**config.mk**
```make
export PLATFORM = sky130hd
export DESIGN_NAME = pin_mux_seq
export DESIGN_NICKNAME = d
export VERILOG_FILES = /design/src/rtl/pin_mux_seq.sv
export SDC_FILE = /design/constraint.sdc
export NUM_CORES = 1
export LEC_CHECK = 0
export ABC_AREA = 1
export ABC_CLOCK_PERIOD_IN_PS = 1700
export BUFFER_PORTS_ARGS = -buffer_cell sky130_fd_sc_hd__buf_2
export CORE_ASPECT_RATIO = 1.5
export CORE_MARGIN = 2
export CORE_UTILIZATION = 45
export DETAILED_ROUTE_END_ITERATION = 8
export GPL_TIMING_DRIVEN = 0
export PLACE_DENSITY = 0.75
export SLEW_MARGIN = 20
export SYNTH_ARGS = -nofsm -noshare
export SYNTH_HDL_FRONTEND = slang
export SYNTH_SLANG_ARGS = --single-unit
```
**constraint.sdc**
```tcl
create_clock -name clk -period 1.7 [get_ports clk]
set_input_delay 0.425 -clock clk [delete_from_list [all_inputs] [get_ports clk]]
set_output_delay 0.425 -clock clk [all_outputs]
set_load 0.02 [all_outputs]
```
**src/rtl/pin_mux_seq.sv**
```systemverilog
// Registered N-channel pin multiplexer with handshaked, blanked channel switching.
// Optional multi-hot request rejection: define PIN_MUX_SEL_CHECK_EN.
module pin_mux_seq #(
  parameter int CHANNELS = 3,
  parameter int IN_W     = 19,
  parameter int OUT_W    = 8,
  parameter int GAP      = 4
) (
  input  logic                      clk,
  input  logic                      rst_n,
  input  logic [CHANNELS-1:0]       sel_req,
  input  logic                      sel_valid,
  output logic                      sel_ready,
  input  logic [CHANNELS*IN_W-1:0]  ch_in,
  input  logic [CHANNELS*OUT_W-1:0] ch_out,
  output logic [IN_W-1:0]           bus_in,
  output logic [OUT_W-1:0]          bus_out,
  output logic [CHANNELS-1:0]       active,
  output logic                      sel_err
);

  localparam logic [1:0] ST_IDLE   = 2'd0;
  localparam logic [1:0] ST_ACTIVE = 2'd1;
  localparam logic [1:0] ST_BLANK  = 2'd2;

  localparam logic [7:0]          CNT_LOAD = 8'(GAP - 1);
  localparam logic [CHANNELS-1:0] ONE      = CHANNELS'(1);

  logic [1:0]          state_q, state_d;
  logic [CHANNELS-1:0] active_q, active_d;
  logic [CHANNELS-1:0] pending_q, pending_d;
  logic [7:0]          cnt_q, cnt_d;
  logic                err_q, err_d;
  logic [IN_W-1:0]     bus_in_q, bus_in_d;
  logic [OUT_W-1:0]    bus_out_q, bus_out_d;

  logic                accept;
  logic                reject;
  logic [CHANNELS-1:0] req_eff;

  assign sel_ready = (state_q != ST_BLANK);
  assign accept    = sel_valid && sel_ready;

`ifdef PIN_MUX_SEL_CHECK_EN
  assign req_eff = sel_req;
  assign reject  = accept && ((sel_req & (sel_req - ONE)) != '0);
`else
  // Multi-hot requests collapse to their lowest set bit.
  assign req_eff = sel_req & (~sel_req + ONE);
  assign reject  = 1'b0;
`endif

  always_comb begin
    state_d   = state_q;
    active_d  = active_q;
    pending_d = pending_q;
    cnt_d     = cnt_q;
    err_d     = reject;
    case (state_q)
      ST_BLANK: begin
        if (cnt_q == 8'd0) begin
          active_d = pending_q;
          state_d  = (pending_q != '0) ? ST_ACTIVE : ST_IDLE;
        end else begin
          cnt_d = cnt_q - 8'd1;
        end
      end
      default: begin
        if (accept && !reject && (req_eff != active_q)) begin
          state_d   = ST_BLANK;
          pending_d = req_eff;
          active_d  = '0;
          cnt_d     = CNT_LOAD;
        end
      end
    endcase
  end

  // Route from the next-cycle selection so the bus never lags the active flags.
  always_comb begin
    bus_in_d  = '0;
    bus_out_d = '0;
    for (int i = 0; i < CHANNELS; i++) begin
      bus_in_d  = bus_in_d  | (ch_in[i*IN_W +: IN_W]   & {IN_W{active_d[i]}});
      bus_out_d = bus_out_d | (ch_out[i*OUT_W +: OUT_W] & {OUT_W{active_d[i]}});
    end
  end

  always_ff @(posedge clk or negedge rst_n) begin
    if (!rst_n) begin
      state_q   <= ST_IDLE;
      active_q  <= '0;
      pending_q <= '0;
      cnt_q     <= 8'd0;
      err_q     <= 1'b0;
      bus_in_q  <= '0;
      bus_out_q <= '0;
    end else begin
      state_q   <= state_d;
      active_q  <= active_d;
      pending_q <= pending_d;
      cnt_q     <= cnt_d;
      err_q     <= err_d;
      bus_in_q  <= bus_in_d;
      bus_out_q <= bus_out_d;
    end
  end

  assign bus_in  = bus_in_q;
  assign bus_out = bus_out_q;
  assign active  = active_q;
  assign sel_err = err_q;

endmodule

```
==> insert_results.sql, run 1 <==
INSERT INTO impl_metrics (metric_group, metric, value, unit) VALUES
('outcome', 'outcome', 'completed', ''),
('timing', 'report.final.hold_viol_count', '0', ''),
('floorplanning', 'row_count', '32', ''),
('pwr', 'pwr-share-seq', '26.5', '%'),
('global_route', 'vias_in_the_first_global_route', '2712', ''),
('clock_network', 'ctsHoldBuffers', '0', ''),
('clock_network', 'ctsLongestPathBuffers', '2', ''),
('worst_setup_path', 'cp.arrival', '1.81', 'ns'),
('drt', 'remaining_drc_errors', '0', ''),
('timing', 'min_period', '1.62', 'ns'),
('logic_synthesis', 'synth-warning-count', '0', ''),
('global_route', 'grt_util_all_layers', '25.3', '%'),
('timing', 'finalHoldWorstSlack', '0.112', 'ns'),
('floorplanning', 'chipHeight', '94.3', 'microns'),
('pwr', 'power_report.internal_total', '3340', 'uW'),
('worst_setup_path', 'timing.setup.critical_path_class', 'reg2reg', ''),
('worst_hold_path', 'timing.hold.worst.class', 'in2async', ''),
('logic_synthesis', 'syn_inst', '282', ''),
('pwr', 'total_power', '6270', 'uW'),
('floorplanning', 'floorplan.core_area', '5200', 'sq um'),
('logic_synthesis', 'seq_area_frac_synth', '44.0', '%'),
('global_route', 'gr-total-overflow', '0', ''),
('pwr', 'power.density_cell_area', '1860', 'nW/um^2'),
('global_route', 'grt_first_pass_wirelength', '12200', 'microns'),
('global_route', 'antenna_found_initial', '0', ''),
('clock_network', 'clk_pin_slew', '0.09', 'ns'),
('placed_design', 'globalplace.congestion', '0.861', ''),
('drt', 'finalWirelength', '7650', 'microns'),
('clock_network', 'cts-buffers-inserted', '5', ''),
('placed_design', 'place_inst', '467', ''),
('final_layout', 'drive_above_1_share', '43.4', '%'),
('drt', 'drtPass1Iterations', '4', ''),
('worst_setup_path', 'crit_required', '1.88', 'ns'),
('timing', 'timing.final.max_slew_violations', '0', ''),
('drt', 'dr_total_vias', '2656', ''),
('worst_setup_path', 'cp-end-kind', 'flip-flop', ''),
('logic_synthesis', 'ys_top_cells_by_area', 'sky130_fd_sc_hd__dfrtp_1 44%, sky130_fd_sc_hd__nand4_1 21%, sky130_fd_sc_hd__nand3_1 8.4%', ''),
('placed_design', 'io_buffer_count', '117', ''),
('logic_synthesis', 'synth-seq-cells', '43', ''),
('timing', 'setup-violations-final', '0', ''),
('timing', 'totalNegativeSetupSlack', '0', 'ns'),
('run', 'maxCapViolCount', '0', ''),
('clock_network', 'htree_levels', '2', ''),
('final_layout', 'num_antenna_cells', '0', ''),
('clock_network', 'cts.root.buffer_cell', 'sky130_fd_sc_hd__clkbuf_8', ''),
('pwr', 'switching_power', '2920', 'uW'),
('global_route', 'grt_start_max_net_pins', '44', ''),
('pwr', 'max_ir_drop_vdd', '0.977', 'mV'),
('pwr', 'pwr-share-clk', '13.4', '%'),
('worst_setup_path', 'cp-start-kind', 'flip-flop', ''),
('logic_synthesis', 'synth_top_area_cell', 'sky130_fd_sc_hd__dfrtp_1', ''),
('logic_synthesis', 'synthesis.nets', '370', ''),
('floorplanning', 'die_area', '6050', 'sq um'),
('drt', 'via_cell_ratio', '5.50', ''),
('drt', 'first_iter_violations', '165', ''),
('timing', 'max_freq', '616', 'MHz'),
('final_layout', 'final_nets', '502', ''),
('worst_setup_path', 'reg2reg_setup_slack', '0.08', 'ns'),
('timing', 'final_min_period_over_clock_period', '95.6', '%'),
('final_layout', 'final-instance-count-excl-fill', '483', ''),
('clock_network', 'tritoncts', 'done', ''),
('timing', 'tightest_slew', '0.554', 'ns'),
('clock_network', 'cts_sinks', '43', ''),
('pwr', 'power_leakage', '0.00177', 'uW'),
('logic_synthesis', 'synth_area', '2440', 'sq um'),
('timing', 'timing.clock.skew', '0.00908', 'ns'),
('pwr', 'switching_share', '46.7', '%'),
('floorplanning', 'start_util', '47.0', '%'),
('logic_synthesis', 'syn_avg_cell_area', '8.67', 'sq um'),
('timing', 'relative_max_transition_margin', '63.1', '%'),
('drt', 'drt.antenna.violating_nets', '0', ''),
('floorplanning', 'floorplan.die.width', '64.2', 'microns'),
('final_layout', 'areaGrowthSynthToFinish', '37.5', '%'),
('pwr', 'comb_power_share', '60.1', '%'),
('logic_synthesis', 'yosys_cell_types', '24', ''),
('clock_network', 'insertion_delay', '0.30', 'ns'),
('logic_synthesis', 'synth_top_cell_area_share', '44.0', '%'),
('floorplanning', 'floorplan.io_pins', '119', ''),
('placed_design', 'detailed_placement_wirelength_estimate', '5650', 'microns'),
('worst_setup_path', 'cp_max_fo', '10', ''),
('drt', 'wl_per_cell', '15.8', 'microns');
-- flip-flops by register name, summed over array words and instances, names as in the netlist --
register and flops:
state_q 2, cnt_q 8, bus_out 8, active 3, pending_q 3, bus_in 19
-- layer usage --
metal	share of wire [%]	up-vias	GRT usage [%]
li1	-	1286	-
met1	38	1220	30.1
met2	53	134	44.9
met3	6.6	16	4.20
met4	2.4	0	10.1
met5	0	-	0
-- worst paths after layout --
kind / start / end / depth (start not counted)
max in group asynchronous: rst_n / bus_in[12] / 1
max reg2reg: cnt_q[1] / bus_in[5] / 10
min reg2reg: pending_q[1] / pending_q[1] / 2
min in group clk: ch_out[22] / bus_out[6] / 3
min: rst_n / cnt_q[5] / 1
max: cnt_q[1] / bus_in[5] / 10
-- metrics by stage --
stage	instance area [sq um]	utilization (%)	setup slack [ns]
4_1_cts	3280	63.0	0.0277
2_1_floorplan	2440	-	0.158
3_5_place_dp	3120	59.9	-0.0672
5_1_grt	3360	64.6	-0.00816
3_3_place_gp	3120	59.9	-0.0218
6_report	3360	64.6	0.0754
-- Yosys cell counts (all sizes together) --
cell	n
and3	2
nand2	36
inv	18
xor2	7
nor2	16
a21oi	1
o21ai	9
ha	1
nand3	42
buf	23
clkbuf	1
nand4	81
clkinv	1
conb	1
dfrtp	43
-- power groups by stage --
stage               Clock (uW)  Combinational (uW)  Sequential, uW
finish                     841                3770            1660
global route               889                4140            1700
CTS                        846                3620            1660
detailed placement           0                3490            1670
global placement             0                3460            1660
floorplan                    0                2060            2070
-- repair_timing --
item,CTS,global route
hold endpoints to repair,0,0
pin swaps,1,3
buffers inserted,4,4
gates resized for setup,4,13
cloned,0,0
endpoints found under the setup margin,22,22
-- worst max-delay path, stage by stage, from the launching register on --
cell and delay (ns):
sky130_fd_sc_hd__dfrtp_1 0.40, sky130_fd_sc_hd__inv_2 0.08, sky130_fd_sc_hd__ha_4 0.14, sky130_fd_sc_hd__nand2_2 0.08, sky130_fd_sc_hd__nor2_4 0.13, sky130_fd_sc_hd__nand2_4 0.12
sky130_fd_sc_hd__inv_6 0.12, sky130_fd_sc_hd__nand2_8 0.09, sky130_fd_sc_hd__buf_6 0.16, sky130_fd_sc_hd__nand4_1 0.10, sky130_fd_sc_hd__nand3_1 0.09
-- logic make-up (layout without fill, tap and decap cells) --
logic type                 Yosys count  in the layout  share of synthesized area, %
other                                1              1                         0.153
AOI/OAI and AO/OA                   10             10                          2.05
xor gates and xnor gates             7              7                          2.51
and+or+nand+nor                    177            177                          40.2
adders and majority gates            1              1                         0.512
buffers and inverters               43            176                          10.6
DFF                                 43             43                          44.0
-- cells in the final DEF, fill, tap and decap left out --
cell type / count
sky130_fd_sc_hd__clkinv_2: 1
sky130_fd_sc_hd__inv_6: 1
sky130_fd_sc_hd__o21ai_1: 7
sky130_fd_sc_hd__buf_4: 15
sky130_fd_sc_hd__nand2_4: 3
sky130_fd_sc_hd__a21oi_1: 1
sky130_fd_sc_hd__dfrtp_1: 43
sky130_fd_sc_hd__nand4_1: 81
sky130_fd_sc_hd__nand2_1: 29
sky130_fd_sc_hd__xor2_1: 7
sky130_fd_sc_hd__nor2_4: 2
sky130_fd_sc_hd__nand3_4: 1
sky130_fd_sc_hd__bufinv_16: 1
sky130_fd_sc_hd__o21ai_0: 2
sky130_fd_sc_hd__buf_6: 9
sky130_fd_sc_hd__and3_1: 2
sky130_fd_sc_hd__ha_4: 1
sky130_fd_sc_hd__inv_2: 7
sky130_fd_sc_hd__nor2_2: 4
sky130_fd_sc_hd__nand3_1: 41
sky130_fd_sc_hd__nand2_8: 2
sky130_fd_sc_hd__nand2_2: 2
sky130_fd_sc_hd__nor2_1: 10
sky130_fd_sc_hd__inv_1: 11
sky130_fd_sc_hd__clkbuf_4: 2
sky130_fd_sc_hd__clkbuf_8: 6
sky130_fd_sc_hd__conb_1: 1
sky130_fd_sc_hd__buf_2: 123
-- layout make-up --
cell class / count / area [sq um]
fillers: 481 / 1840
well taps: 68 / 85.1
multi-input cells: 196 / 1160
flip-flops and latches: 43 / 1080
clock inverters: 2 / 35.0
repair buffers: 125 / 648
clock buffers: 6 / 82.6
plain buffers: 24 / 196
inverters: 19 / 76.3
(Power assumes the default switching activity.)
==> inputs of run 2 (changes only) <==
--- a/config.mk
+++ b/config.mk
@@ -13,7 +13,7 @@
 export CORE_UTILIZATION = 45
 export DETAILED_ROUTE_END_ITERATION = 8
 export GPL_TIMING_DRIVEN = 0
-export PLACE_DENSITY = 0.75
+export PLACE_DENSITY = 0.78
 export SLEW_MARGIN = 20
 export SYNTH_ARGS = -nofsm -noshare
 export SYNTH_HDL_FRONTEND = slang
==> constraint.sdc (replaced) <==
create_clock -name clk -period 1.7 [get_ports clk]
set_input_delay 0.425 -clock clk [delete_from_list [all_inputs] [get_ports clk]]
set_output_delay 0.425 -clock clk [all_outputs]
set_load 0.05 [all_outputs]
==> insert_results.sql, run 2 (synthesis results as in run 1) <==
INSERT INTO impl_metrics (metric_group, metric, value, unit) VALUES
('drt', 'remaining_drc_errors', '0', ''),
('timing', 'final_min_period_over_clock_period', '96.4', '%'),
('global_route', 'vias_in_the_first_global_route', '2645', ''),
('final_layout', 'layout_common_cells', '123 x sky130_fd_sc_hd__buf_2, 81 x sky130_fd_sc_hd__nand4_1, 43 x sky130_fd_sc_hd__dfrtp_1', ''),
('worst_setup_path', 'cp.arrival', '1.81', 'ns'),
('final_layout', 'finalInstanceArea', '3450', 'sq um'),
('pwr', 'max_ir_drop_vdd', '1.32', 'mV'),
('clock_network', 'insertion_delay', '0.30', 'ns'),
('clock_network', 'tritoncts', 'done', ''),
('drt', 'drt.antenna.violating_nets', '0', ''),
('drt', 'finalWirelength', '7730', 'microns'),
('worst_setup_path', 'max_stage_delay', '0.44', 'ns'),
('drt', 'drtPass1Iterations', '4', ''),
('floorplanning', 'chipHeight', '94.3', 'microns'),
('floorplanning', 'start_util', '47.0', '%'),
('clock_network', 'cts.root.buffer_cell', 'sky130_fd_sc_hd__clkbuf_8', ''),
('pwr', 'power.density_cell_area', '2120', 'nW/um^2'),
('clock_network', 'clk_pin_slew', '0.09', 'ns'),
('run', 'maxCapViolCount', '0', ''),
('worst_setup_path', 'worst_path_max_delay_cell', 'sky130_fd_sc_hd__dfrtp_1', ''),
('timing', 'tightest_slew', '0.962', 'ns'),
('timing', 'timing.final.max_slew_violations', '0', ''),
('final_layout', 'fillers', '454', ''),
('timing', 'finalHoldWorstSlack', '0.272', 'ns'),
('worst_setup_path', 'end_of_the_critical_path', 'bus_in[6]', ''),
('timing', 'max_freq', '610', 'MHz'),
('drt', 'wl_per_cell', '15.9', 'microns'),
('final_layout', 'layout.cells.most_common', 'sky130_fd_sc_hd__buf_2', ''),
('drt', 'first_iter_violations', '139', ''),
('global_route', 'antenna_found_initial', '0', ''),
('clock_network', 'htree_levels', '2', ''),
('final_layout', 'drive_above_1_share', '44.6', '%'),
('placed_design', 'globalplace.congestion', '0.832', ''),
('placed_design', 'io_buffer_count', '117', ''),
('timing', 'timing.clock.skew', '0.00537', 'ns'),
('worst_setup_path', 'critPathLaunch', 'cnt_q[5]', ''),
('clock_network', 'cts_sinks', '43', ''),
('global_route', 'grt_util_all_layers', '25.2', '%'),
('drt', 'dr_total_vias', '2712', ''),
('floorplanning', 'die_area', '6050', 'sq um'),
('worst_setup_path', 'crit_required', '1.87', 'ns'),
('timing', 'setup-violations-final', '0', ''),
('worst_setup_path', 'reg2reg_setup_slack', '0.06', 'ns'),
('floorplanning', 'floorplan.core_area', '5200', 'sq um'),
('worst_setup_path', 'regToRegEndpoint', 'bus_in[6]', ''),
('placed_design', 'detailed_placement_wirelength_estimate', '5520', 'microns'),
('final_layout', 'final_nets', '504', ''),
('global_route', 'gr-total-overflow', '0', ''),
('global_route', 'grt_first_pass_wirelength', '12100', 'microns'),
('worst_setup_path', 'register_to_register_path_depth', '9', ''),
('worst_setup_path', 'cp_max_fo', '10', ''),
('worst_setup_path', 'cp-start-kind', 'flip-flop', ''),
('final_layout', 'areaGrowthSynthToFinish', '41.2', '%'),
('pwr', 'power_leakage', '0.00181', 'uW'),
('worst_setup_path', 'crit-reg2reg-launch', 'cnt_q[5]', ''),
('placed_design', 'placed_cell_area', '3120', 'sq um'),
('final_layout', 'largest_register_ff_count', '19', ''),
('floorplanning', 'floorplan.die.width', '64.2', 'microns'),
('drt', 'via_cell_ratio', '5.59', ''),
('global_route', 'grt_start_max_net_pins', '44', ''),
('worst_hold_path', 'timing.hold.worst.class', 'in2async', ''),
('timing', 'min_period', '1.64', 'ns'),
('worst_setup_path', 'crit_path_cell_trace', 'nor2_2 -> nand2_2 -> nor2_4 -> nand2_4 -> inv_8 -> nand2_8 -> buf_6 -> nand4_1 -> nand3_1', ''),
('worst_setup_path', 'cp-end-kind', 'flip-flop', ''),
('worst_setup_path', 'timing.setup.critical_path_class', 'reg2reg', ''),
('timing', 'report.final.hold_viol_count', '0', ''),
('floorplanning', 'row_count', '32', ''),
('clock_network', 'ctsLongestPathBuffers', '2', ''),
('final_layout', 'num_antenna_cells', '0', ''),
('floorplanning', 'floorplan.io_pins', '119', ''),
('clock_network', 'cts-buffers-inserted', '5', ''),
('timing', 'relative_max_transition_margin', '35.9', '%'),
('outcome', 'outcome', 'completed', '');
==> run 2: metal layers <==
metal | wire, microns | up-vias | part of all wire [%] | GRT usage [%]
met4 | 157 | 0 | 2.0 | 9.57
met3 | 537 | 17 | 7.0 | 4.92
met2 | 4060 | 140 | 53 | 43.9
met5 | 0 | - | 0 | 0
met1 | 2970 | 1261 | 38 | 30.5
li1 | - | 1294 | - | -
==> run 2: report_power, final <==
part	leakage (uW)	internal [uW]	switching (uW)
Clock	0.0000654	588	367
Combinational	0.00121	1460	3240
Sequential	0.000541	1480	186
==> run 2: cell type report <==
class | count | area (sq um) | share of cell area (%)
inverters | 19 | 81.3 | 2.36
clock inverters | 2 | 60.1 | 1.74
well taps | 68 | 85.1 | 2.46
repair buffers | 127 | 678 | 19.6
plain buffers | 24 | 214 | 6.20
clock buffers | 6 | 72.6 | 2.10
flip-flops and latches | 43 | 1080 | 31.2
multi-input cells | 196 | 1180 | 34.3
==> run 2: metrics by stage <==
step	power, uW	setup slack (ns)	util [%]	setup TNS [ns]	std cells
floorplan	4900	0.101	-	0	282
global placement	5900	-0.0308	59.9	-0.202	467
detailed placement	5950	-0.0796	59.9	-1.10	467
CTS	6980	0.0343	62.9	0	476
global route	7750	-0.0268	66.3	-0.0358	485
finish	7310	0.0616	66.3	0	485
==> run 2: how the worst min path moves through the flow <==
stage                     slack [ns]            to
final                           0.27     bus_in[2]
after floorplan                 0.13     active[0]
after CTS                       0.31     bus_in[2]
after global routing            0.35     bus_in[2]
after detailed placement        0.49  pending_q[2]
after global placement          0.48  pending_q[2]
==> run 2: worst max-delay path, delay by kind of cell, from the launching register on <==
kind,cells,cell delay (ns)
buffers and inverters,2,0.26
DFF,1,0.44
and+or+nand+nor,7,0.81
==> run 2: what timing repair did <==
item / 4_1_cts / 5_1_grt
endpoints found under the setup margin: 22 / 28
gates cloned: 0 / 1
buffers inserted: 1 / 8
resized for setup: 5 / 26
pin swaps: 2 / 5
hold buffers: 0 / 0
